[src/rtl/i2c_init_seq_pkg.sv]
// Shared definitions for the I2C init sequencer: state encoding, default device address
// and the packet-slice offset helper used to unpack the flat packet table.
package i2c_init_seq_pkg;

    typedef enum logic [2:0] {
        ST_IDLE,
        ST_SEND,
        ST_WAIT,
        ST_GAP,
        ST_DONE,
        ST_ERROR
    } state_e;

    localparam logic [6:0] DEFAULT_DEV_ADDR = 7'h21;

    // LSB position of packet idx inside a flat table of data_w-bit packets
    function automatic int unsigned pkt_lsb(input int unsigned idx, input int unsigned data_w);
        return idx * data_w;
    endfunction

endpackage

[src/rtl/i2c_init_seq.sv]
// Walks a flat table of config bytes through the i2c_master start/ready handshake, with
// inter-packet gap, accept timeout, done pulse, progress index and optional repeat.
module i2c_init_seq
    import i2c_init_seq_pkg::*;
#(
    parameter int unsigned MAX_PACKETS = 8,
    parameter int unsigned DATA_W      = 8,
    parameter int unsigned ADDR_W      = 7,
    parameter int unsigned GAP_W       = 8,
    parameter int unsigned TIMEOUT     = 1023,
    parameter int unsigned CNT_W       = $clog2(MAX_PACKETS + 1)
) (
    input  logic                          clk,
    input  logic                          reset,
    input  logic                          start,
    input  logic                          repeat_mode,
    input  logic [ADDR_W-1:0]             dev_addr,
    input  logic [MAX_PACKETS*DATA_W-1:0] flat_i2c_data,
    input  logic [CNT_W-1:0]              packets,
    input  logic [GAP_W-1:0]              gap_cycles,
    input  logic                          m_ready,
    output logic                          m_start,
    output logic [ADDR_W-1:0]             m_addr,
    output logic [DATA_W-1:0]             m_data,
    output logic                          busy,
    output logic                          done,
    output logic                          error,
    output logic [CNT_W-1:0]              packet_idx
);

    localparam int unsigned IDX_W = (MAX_PACKETS > 1) ? $clog2(MAX_PACKETS) : 1;
    localparam int unsigned TBL_N = 2 ** IDX_W;
    localparam int unsigned TMO_W = (TIMEOUT > 1) ? $clog2(TIMEOUT + 1) : 1;
    localparam logic [CNT_W-1:0] MAX_CNT  = CNT_W'(MAX_PACKETS);
    localparam logic [TMO_W-1:0] TMO_LAST = TMO_W'(TIMEOUT - 1);

    state_e              state_q,   state_d;
    logic [CNT_W-1:0]    idx_q,     idx_d;
    logic [CNT_W-1:0]    pkts_q,    pkts_d;
    logic [GAP_W-1:0]    gap_q,     gap_d;
    logic [GAP_W-1:0]    gcnt_q,    gcnt_d;
    logic [TMO_W-1:0]    tmo_q,     tmo_d;
    logic                m_start_q, m_start_d;
    logic [ADDR_W-1:0]   m_addr_q,  m_addr_d;
    logic [DATA_W-1:0]   m_data_q,  m_data_d;
    logic                busy_q,    busy_d;
    logic                done_q,    done_d;
    logic                err_q,     err_d;

    logic [DATA_W-1:0]   pkt_tbl [TBL_N];
    logic [CNT_W-1:0]    idx_nxt;
    logic [DATA_W-1:0]   pkt_cur;
    logic [DATA_W-1:0]   pkt_nxt;

    // Table padded to a power of two so any IDX_W-bit index is in range
    for (genvar k = 0; k < TBL_N; k++) begin : g_tbl
        if (k < MAX_PACKETS) begin : g_pkt
            assign pkt_tbl[k] = flat_i2c_data[pkt_lsb(k, DATA_W) +: DATA_W];
        end else begin : g_pad
            assign pkt_tbl[k] = '0;
        end
    end

    assign idx_nxt = idx_q + CNT_W'(1);
    assign pkt_cur = pkt_tbl[IDX_W'(idx_q)];
    assign pkt_nxt = pkt_tbl[IDX_W'(idx_nxt)];

    always_ff @(posedge clk or negedge reset) begin
        if (!reset) begin
            state_q   <= ST_IDLE;
            idx_q     <= '0;
            pkts_q    <= '0;
            gap_q     <= '0;
            gcnt_q    <= '0;
            tmo_q     <= '0;
            m_start_q <= 1'b0;
            m_addr_q  <= '0;
            m_data_q  <= '0;
            busy_q    <= 1'b0;
            done_q    <= 1'b0;
            err_q     <= 1'b0;
        end else begin
            state_q   <= state_d;
            idx_q     <= idx_d;
            pkts_q    <= pkts_d;
            gap_q     <= gap_d;
            gcnt_q    <= gcnt_d;
            tmo_q     <= tmo_d;
            m_start_q <= m_start_d;
            m_addr_q  <= m_addr_d;
            m_data_q  <= m_data_d;
            busy_q    <= busy_d;
            done_q    <= done_d;
            err_q     <= err_d;
        end
    end

    // Next-state and registered-output logic; entering SEND from WAIT/GAP raises m_start at once
    always_comb begin
        state_d   = state_q;
        idx_d     = idx_q;
        pkts_d    = pkts_q;
        gap_d     = gap_q;
        gcnt_d    = gcnt_q;
        tmo_d     = tmo_q;
        m_start_d = m_start_q;
        m_addr_d  = m_addr_q;
        m_data_d  = m_data_q;
        busy_d    = busy_q;
        done_d    = 1'b0;
        err_d     = err_q;

        unique case (state_q)
            ST_IDLE: begin
                if (start) begin
                    state_d  = ST_SEND;
                    m_addr_d = dev_addr;
                    pkts_d   = (packets > MAX_CNT) ? MAX_CNT : packets;
                    gap_d    = gap_cycles;
                    idx_d    = '0;
                    tmo_d    = '0;
                    err_d    = 1'b0;
                    busy_d   = 1'b1;
                end
            end
            ST_SEND: begin
                if (pkts_q == '0) begin
                    state_d = ST_DONE;
                    busy_d  = 1'b0;
                    done_d  = 1'b1;
                end else if (m_start_q && !m_ready) begin
                    state_d   = ST_WAIT;
                    m_start_d = 1'b0;
                end else if (m_start_q && (TIMEOUT != 0) && (tmo_q == TMO_LAST)) begin
                    state_d   = ST_ERROR;
                    m_start_d = 1'b0;
                    busy_d    = 1'b0;
                    err_d     = 1'b1;
                end else begin
                    m_start_d = 1'b1;
                    m_data_d  = pkt_cur;
                    if (m_start_q) begin
                        tmo_d = tmo_q + TMO_W'(1);
                    end
                end
            end
            ST_WAIT: begin
                if (m_ready) begin
                    if (idx_q == pkts_q - CNT_W'(1)) begin
                        done_d = 1'b1;
                        if (repeat_mode && start) begin
                            state_d   = ST_SEND;
                            idx_d     = '0;
                            m_start_d = 1'b1;
                            m_data_d  = pkt_tbl[0];
                            tmo_d     = '0;
                        end else begin
                            state_d = ST_DONE;
                            busy_d  = 1'b0;
                        end
                    end else begin
                        idx_d = idx_nxt;
                        if (gap_q != '0) begin
                            state_d = ST_GAP;
                            gcnt_d  = '0;
                        end else begin
                            state_d   = ST_SEND;
                            m_start_d = 1'b1;
                            m_data_d  = pkt_nxt;
                            tmo_d     = '0;
                        end
                    end
                end
            end
            ST_GAP: begin
                if (gcnt_q == gap_q - GAP_W'(1)) begin
                    state_d   = ST_SEND;
                    m_start_d = 1'b1;
                    m_data_d  = pkt_cur;
                    tmo_d     = '0;
                end else begin
                    gcnt_d = gcnt_q + GAP_W'(1);
                end
            end
            ST_DONE, ST_ERROR: begin
                if (!start) begin
                    state_d = ST_IDLE;
                end
            end
            default: state_d = ST_IDLE;
        endcase
    end

    assign m_start    = m_start_q;
    assign m_addr     = m_addr_q;
    assign m_data     = m_data_q;
    assign busy       = busy_q;
    assign done       = done_q;
    assign error      = err_q;
    assign packet_idx = idx_q;

endmodule

[config.mk]
export PLATFORM = sky130hd
export DESIGN_NAME = i2c_init_seq
export DESIGN_NICKNAME = d
export VERILOG_FILES = /design/src/rtl/i2c_init_seq_pkg.sv /design/src/rtl/i2c_init_seq.sv
export SDC_FILE = /design/constraint.sdc
export NUM_CORES = 1
export LEC_CHECK = 0
export CORE_ASPECT_RATIO = 0.75
export CORE_UTILIZATION = 30
export CTS_CLUSTER_DIAMETER = 50
export DETAILED_ROUTE_END_ITERATION = 12
export PLACE_DENSITY_LB_ADDON = 0.1
export SKIP_LAST_GASP = 1
export SLEW_MARGIN = 20
export SYNTH_ARGS = -nofsm -noshare
export SYNTH_HDL_FRONTEND = slang
export SYNTH_SLANG_ARGS = --single-unit
[constraint.sdc]
create_clock -name clk -period 3.2 [get_ports clk]
set_input_delay 0.64 -clock clk [delete_from_list [all_inputs] [get_ports clk]]
set_output_delay 0.64 -clock clk [all_outputs]
set_load 0.01 [all_outputs]
==> results of run 1 <==
## state kept, by name, indices dropped and copies added, names as in the netlist
register    count
state_q         3
tmo_q          10
done            1
error           1
m_data          8
pkts_q          4
m_addr          7
gcnt_q          8
gap_q           8
busy            1
m_start         1
packet_idx      4
## cell usage in the layout, fill, tap and decap left out, types with 10 or more instances in the layout
cell type / n
a21oi_1: 13
a31oi_1: 12
buf_4: 14
clkdlybuf4s50_1: 109
dfrtp_1: 55
inv_1: 13
mux2_2: 24
mux4_2: 32
nand2_1: 21
nand2b_1: 10
nand3_1: 14
o21ai_0: 29
xnor2_1: 10
## cells in the mapped netlist (4+ instances only)
library cell	instances
dfrtp_1	56
mux4_2	32
o21ai_0	29
mux2_2	24
nand2_1	21
clkbuf_1	18
nand3_1	14
a21oi_1	13
inv_1	13
a31oi_1	12
nand2b_1	10
xnor2_1	10
nor3_1	9
a211oi_1	8
ha_1	8
mux2i_1	8
o22ai_1	8
and3_1	7
nor2_1	7
nor2b_1	7
o31ai_1	6
buf_2	5
or3_1	5
xor2_1	5
nand4_1	4
nor3b_1	4
or2_2	4
## worst max-delay path: cells and delay by family (launching register included)
kind	cells	cell delay, ns
and+or+nand+nor	3	1.22
AOI/OAI and AO/OA	2	0.48
DFF	1	0.42
muxes	1	0.39
adders and majority gates	1	0.25
buffers and inverters	1	0.11
## logic make-up (layout without fill, tap and decap cells)
| group | after synthesis | after routing | synth area share (%) |
|---|---|---|---|
| AO/OA/AOI/OAI | 93 | 93 | 14.4 |
| XOR/XNOR | 16 | 16 | 3.75 |
| adder cells (fa/ha/maj) | 8 | 8 | 2.44 |
| buffers and inverters | 41 | 145 | 4.36 |
| flip-flops | 56 | 56 | 34.1 |
| multiplexers | 65 | 65 | 26.4 |
| AND/OR/NAND/NOR | 106 | 106 | 14.5 |
## per-stage QoR
stage,util [%],area (um^2),total power [mW]
4_1_cts,42.2,5550,4.48
6_report,42.2,5550,4.42
3_3_place_gp,41.1,5400,3.84
3_5_place_dp,41.1,5400,3.88
2_1_floorplan,-,4110,3.04
5_1_grt,42.2,5550,4.78
## worst min path at each step
stage	start	endpoint	slack (ns)
2_1_floorplan	reset	busy$_DFFE_PN0P_	0.34
3_3_place_gp	tmo_q[9]$_DFFE_PN0P_	tmo_q[9]$_DFFE_PN0P_	0.49
3_5_place_dp	tmo_q[9]$_DFFE_PN0P_	tmo_q[9]$_DFFE_PN0P_	0.48
4_1_cts	tmo_q[9]$_DFFE_PN0P_	tmo_q[9]$_DFFE_PN0P_	0.49
5_1_grt	m_addr[6]$_DFFE_PN0P_	m_addr[6]$_DFFE_PN0P_	0.54
6_report	reset	m_data[6]$_DFFE_PN0P_	0.48
## layer usage
layer / track usage [%] / up-vias / share of wire (%)
li1: - / 1692 / -
met1: 24.9 / 1834 / 49
met2: 28.1 / 96 / 45
met3: 3.31 / 9 / 4.5
met4: 4.06 / 0 / 0.86
met5: 0 / - / 0
## area by class of cell
class / instances / area [um^2] / share of cell area, %
multi-input combinational: 288 / 2540 / 45.7
sequential: 56 / 1400 / 25.3
timing repair buffer: 124 / 1200 / 21.6
tap: 171 / 214 / 3.86
clock buffer: 8 / 146 / 2.64
inverter: 13 / 48.8 / 0.879
## power by group through the flow
stage	combinational [mW]	sequential [mW]	clock, mW
2_1_floorplan	1.78	1.26	0
3_3_place_gp	2.51	1.33	0
3_5_place_dp	2.54	1.34	0
4_1_cts	2.55	1.33	0.591
5_1_grt	2.77	1.38	0.622
6_report	2.52	1.33	0.570
==> summary.txt, run 1 <==
Detailed routing
  • ANT nets after route: 0
  • DR vias: 3631
  • First-pass detailed-route iteration total: 5
  • # DRC: 0
  • WL final: ~12 mm
  • Vias/cell: 5.50
  • Drt wl/cell: 18.0 um
  • DRT iter0 DRCs: between 150 and 200

Timing
  • Clk_skew: about 0.008 ns
  • Max_slew headroom: about 48%
  • Slew at the pin closest to its max-slew limit: 0.778 ns
  • Period Utilization, post-route: a little over nine tenths
  • Final Hold Vio Count: 0
  • Setup_tns: 0 ns
  • Final hold slack: just under 0.5 ns
  • Max-slew violations: 0
  • # setup viols final: 0
  • Setup ws final: around 0.2 ns
  • F_max: 333 MHz
  • Minimum clock period: approximately 3.0 ns
  • RSZ-0062 raised after global routing: false

GRT
  • Overflow after GRT: 0
  • Initial antenna violation count: 0
  • Number of global-route vias before repair: about 3700
  • GRT Util Overall: 17.6%
  • First-pass GRT wire length: 19.2 mm
  • Largest net degree at the start of global routing: between 50 and 60

Place
  • Global placement routability congestion: just over 0.8
  • Dpl hpwl: 8.82 mm
  • Placed cells: around 650
  • PortBufs: 110
  • Pre-CTS setup slack: roughly 0.22 ns

Finish
  • Post-layout nets: 584
  • Fill cell count: ~1300
  • Ant diodes: 0
  • Fin cells: between 600 and 700
  • Area Overhead vs Synth: 35.1%
  • Share of layout cells above drive strength 1: 18.8%

Pwr
  • Combinational Power Share: about 57%
  • Power Density: 797 mW/mm^2
  • Leakage: a little over 2 nW
  • Max VDD drop: about 360 uV
  • P_sw: 1.73 mW
  • Seq pwr share: around 30%
  • Internal power: roughly 2.7 mW
  • Sw frac: between 30 and 40%
  • Clock Power Share: approximately an eighth

Critical path
  • Arr. time, crit path: ~3.2 ns
  • CP max FO: 9
  • Kind of critical path: reg -> reg
  • Worst R2R Path Depth: 8
  • Startpoint types: register
  • Worst reg2reg startpoint: gap_q[0]$_DFFE_PN0P_
  • Critical Path End Type: register
  • Worst setup startpoint: gap_q[0]$_DFFE_PN0P_
  • Worst Path Required: roughly 3.4 ns
  • R2R Path End: m_data[7]$_DFFE_PN0P_
  • Critical Path Slowest Stage Cell: and4_1
  • Critical Path Sink: m_data[7]$_DFFE_PN0P_
  • R2R setup slack: around 0.2 ns
  • Crit-path max cell delay: ~0.46 ns
  • Crit-path cells: inv_1 -> ha_1 -> or3b_1 -> or3_1 -> a222oi_1 -> a31o_2 -> and4_1 -> mux2_2

Hold path
  • Hold Crit Class: in -> async

Floorplan
  • Ports: between 100 and 150
  • Die Area: around 0.014 mm^2
  • Initial Util: 31.2%
  • Die X: roughly 140 um
  • # rows: 36
  • Placeable Area: ~0.013 mm^2
  • Die Ht: 103 um

Synth
  • Synth top area cells: dfrtp_1 34%, mux4_2 18%, mux2_2 6.6%
  • Syn. warnings: 0
  • Post-synth top flop: dfrtp_1
  • Largest area contributor in the netlist: dfrtp_1
  • Number of flops mapped to enable cells by yosys: 0
  • Register area share after synthesis: approximately a third
  • Top cell type's share of synthesized area: approximately 34%
  • Synthesized flop and latch total: 56
  • Synth cell types: 53
  • Avg Cell Area, Syn: 10.7 um^2
  • Synth Instances: 385
  • Ys async rst share: between 90% and 100%
  • Syn_nets: roughly 480
  • Mapped Area: slightly above 0.004 mm^2

Flow run
  • Number of max-cap violations: 0

Clocking
  • CTS root buffer: clkbuf_16
  • CTS Sinks: between 50 and 60
  • Post-CTS Setup Bufs: 0
  • CTS tree: done
  • Number of buffers created by CTS: 5
  • Bufs on Longest Clock Path: 2
  • Htree depth: 2
  • CTS clk-pin slew, worst paths: around 0.07 ns
  • PostCTS Resize Cnt: 0
  • Clk_lat worst skew: 0.30 ns
  • Post-CTS Hold Buffers: 0

Outcome
  • Status: finished, final reports clean
Note: power is estimated with default switching activity, not from simulation.
==> run 2: changes to the inputs <==
==> constraint.sdc (replaced) <==
create_clock -name clk -period 2.8 [get_ports clk]
set_input_delay 0.56 -clock clk [delete_from_list [all_inputs] [get_ports clk]]
set_output_delay 0.56 -clock clk [all_outputs]
set_load 0.01 [all_outputs]
==> run 2 against run 1 <==
  * Core utilization rose by 1.5 points
  * Sequential cell count unchanged
  * First-iteration DRC count is 11% higher
  * Critical endpoint is now m_data[3]$_DFFE_PN0P_
==> summary.txt, run 2 (synthesis results as in run 1) <==
Outcome
  • Status: finished, final reports clean

Finish
  • Post-layout nets: 600 (+2.7%)
  • Share of layout cells above drive strength 1: 22.6% (+3.8 points)
  • Fin cells: 676 (+2.4%)
  • Area Overhead vs Synth: 39.9%
  • Most common cell after layout, fill and taps aside: clkdlybuf4s50_1
  • Most frequent cells in the layout: 109 x clkdlybuf4s50_1, 55 x dfrtp_1, 32 x mux4_2
  • Ant diodes: 0 (unchanged)
  • Biggest register: tmo_q
  • Max reg flops: 10 (unchanged)
  • Fill cell count: 1240 (-2.8%)

Critical path
  • Worst setup startpoint: gap_q[0]$_DFFE_PN0P_
  • Startpoint types: register
  • Arr. time, crit path: 2.90 ns (-0.28 ns)
  • CP max FO: 4 (-5)
  • Kind of critical path: reg -> reg
  • Critical Path End Type: register
  • Worst reg2reg startpoint: gap_q[0]$_DFFE_PN0P_
  • R2R setup slack: 0.09 ns (-0.11 ns)
  • Worst Path Required: 2.99 ns (-0.39 ns)

Pwr
  • Pwr Total: 5.36 mW (+21%)
  • Power Density: 932 mW/mm^2 (+17%)
  • Leakage: 2.17 nW (+5.1%)
  • Max VDD drop: 390 uV (+9.3%)

Timing
  • F_max: 369 MHz (+11%)
  • Final hold slack: 0.146 ns (-0.338 ns)
  • Final Hold Vio Count: 0 (unchanged)
  • Period Utilization, post-route: 96.9% (+3.1 points)
  • Max-slew violations: 0 (unchanged)
  • Slew at the pin closest to its max-slew limit: 0.601 ns (-0.177 ns)
  • # setup viols final: 0 (unchanged)
  • Setup ws final: 0.0881 ns (-0.111 ns)
  • Max_slew headroom: 59.8% (+12 points)
  • Clk_skew: 0.00779 ns (-0.0000998 ns)
  • Minimum clock period: 2.71 ns (-0.289 ns)
  • Setup_tns: 0 ns (unchanged)

Clocking
  • CTS root buffer: clkbuf_16
  • Bufs on Longest Clock Path: 2 (unchanged)
  • Number of buffers created by CTS: 5 (unchanged)
  • CTS clk-pin slew, worst paths: 0.07 ns (about the same)
  • CTS tree: done
  • CTS Sinks: 56 (unchanged)
  • Htree depth: 2 (unchanged)
  • Clk_lat worst skew: 0.30 ns (about the same)

Place
  • Placed cells: 663 (+1.7%)
  • Pre-CTS setup slack: 0.0831 ns (-0.135 ns)
  • Global placement routability congestion: 0.835 (+0.53%)
  • Dpl hpwl: 8.95 mm (+1.6%)
  • PortBufs: 110 (unchanged)

Detailed routing
  • DRT iter0 DRCs: 191 (+11%)
  • Vias/cell: 5.40 (-1.8%)
  • # DRC: 0 (unchanged)
  • DR vias: 3651 (+0.55%)
  • WL final: 11.8 mm (-0.44%)
  • First-pass detailed-route iteration total: 5 (unchanged)
  • Drt wl/cell: 17.5 um (-2.8%)
  • ANT nets after route: 0 (unchanged)

Hold path
  • Hold Crit Class: in -> async

GRT
  • Largest net degree at the start of global routing: 33 (-42%)
  • First-pass GRT wire length: 19.0 mm (-1.1%)
  • GRT Util Overall: 17.6% (-0.085 points)
  • Initial antenna violation count: 0 (unchanged)
  • Number of global-route vias before repair: 3607 (-3.1%)
  • Overflow after GRT: 0 (unchanged)

Flow run
  • Number of max-cap violations: 0 (unchanged)

Floorplan
  • Die Ht: 103 um (unchanged)
  • Placeable Area: 0.0132 mm^2 (unchanged)
  • Ports: 111 (unchanged)
  • Initial Util: 31.2% (unchanged)
  • Die Area: 0.0142 mm^2 (unchanged)
  • Die X: 137 um (unchanged)
  • # rows: 36 (unchanged)
[run 2: cell count changes in the layout (fill, tap and decap cells not counted), moves of 2 or more]
cell,before,now
clkinv_2,0,2
clkbuf_1,2,0
buf_12,0,3
inv_2,0,2
buf_4,14,25
inv_1,13,11
[run 2: final timing paths]
| path | cells past startpoint | end |
|---|---|---|
| setup reg to reg | 7 | m_data[3]$_DFFE_PN0P_ |
| setup / recovery | 7 | m_data[3]$_DFFE_PN0P_ |
| hold reg to reg | 1 | tmo_q[9]$_DFFE_PN0P_ |
| hold / removal | 1 | m_data[6]$_DFFE_PN0P_ |
| min in group clk | 1 | tmo_q[9]$_DFFE_PN0P_ |
| max in group asynchronous | 2 | gcnt_q[6]$_DFFE_PN0P_ |
[run 2: through the flow]
stage                     area [um^2]  utilization, %
final                            5750            43.7
after CTS                        5670            43.1
after detailed placement         5520            42.0
after global routing             5750            43.7
after global placement           5520            42.0
after floorplan                  4110               -
[run 2: area by class of cell]
| type | instances | area [um^2] | share of cell area, % |
|---|---|---|---|
| clock inverter | 2 | 10.0 | 0.174 |
| inverter | 13 | 48.8 | 0.849 |
| sequential | 56 | 1400 | 24.4 |
| tap | 171 | 214 | 3.72 |
| clock buffer | 6 | 139 | 2.42 |
| timing repair buffer | 140 | 1380 | 24.0 |
| multi-input combinational | 288 | 2550 | 44.4 |
[run 2: per-layer routing]
| layer | vias to the layer above | GRT usage [%] | part of all wire [%] |
|---|---|---|---|
| li1 | 1719 | - | - |
| met1 | 1806 | 25.4 | 49 |
| met2 | 118 | 27.2 | 44 |
| met3 | 8 | 3.27 | 6.0 |
| met4 | 0 | 3.89 | 0.87 |
| met5 | - | 0 | 0 |
[run 2: repair_timing]
action | 4_1_cts | 5_1_grt
buffers inserted | 0 | 4
hold buffers | 0 | 0
setup endpoints to repair | 0 | 18
gates resized for setup | 0 | 6
[run 2: power breakdown]
part | total (mW) | leakage (nW) | switching, mW | internal, mW
sequential | 1.49 | 0.710 | 0.351 | 1.14
combinational | 3.21 | 1.38 | 1.40 | 1.81
clock | 0.651 | 0.0766 | 0.297 | 0.354
total | 5.36 | 2.17 | 2.05 | 3.30
[run 2: worst max-delay path: stages (launching register included)]
cell and delay, ns:
dfrtp_1 0.41, or4_4 0.54, or3_1 0.32, a222oi_1 0.35, a31o_2 0.25, and4_4 0.26, clkbuf_16 0.15, mux2_2 0.32
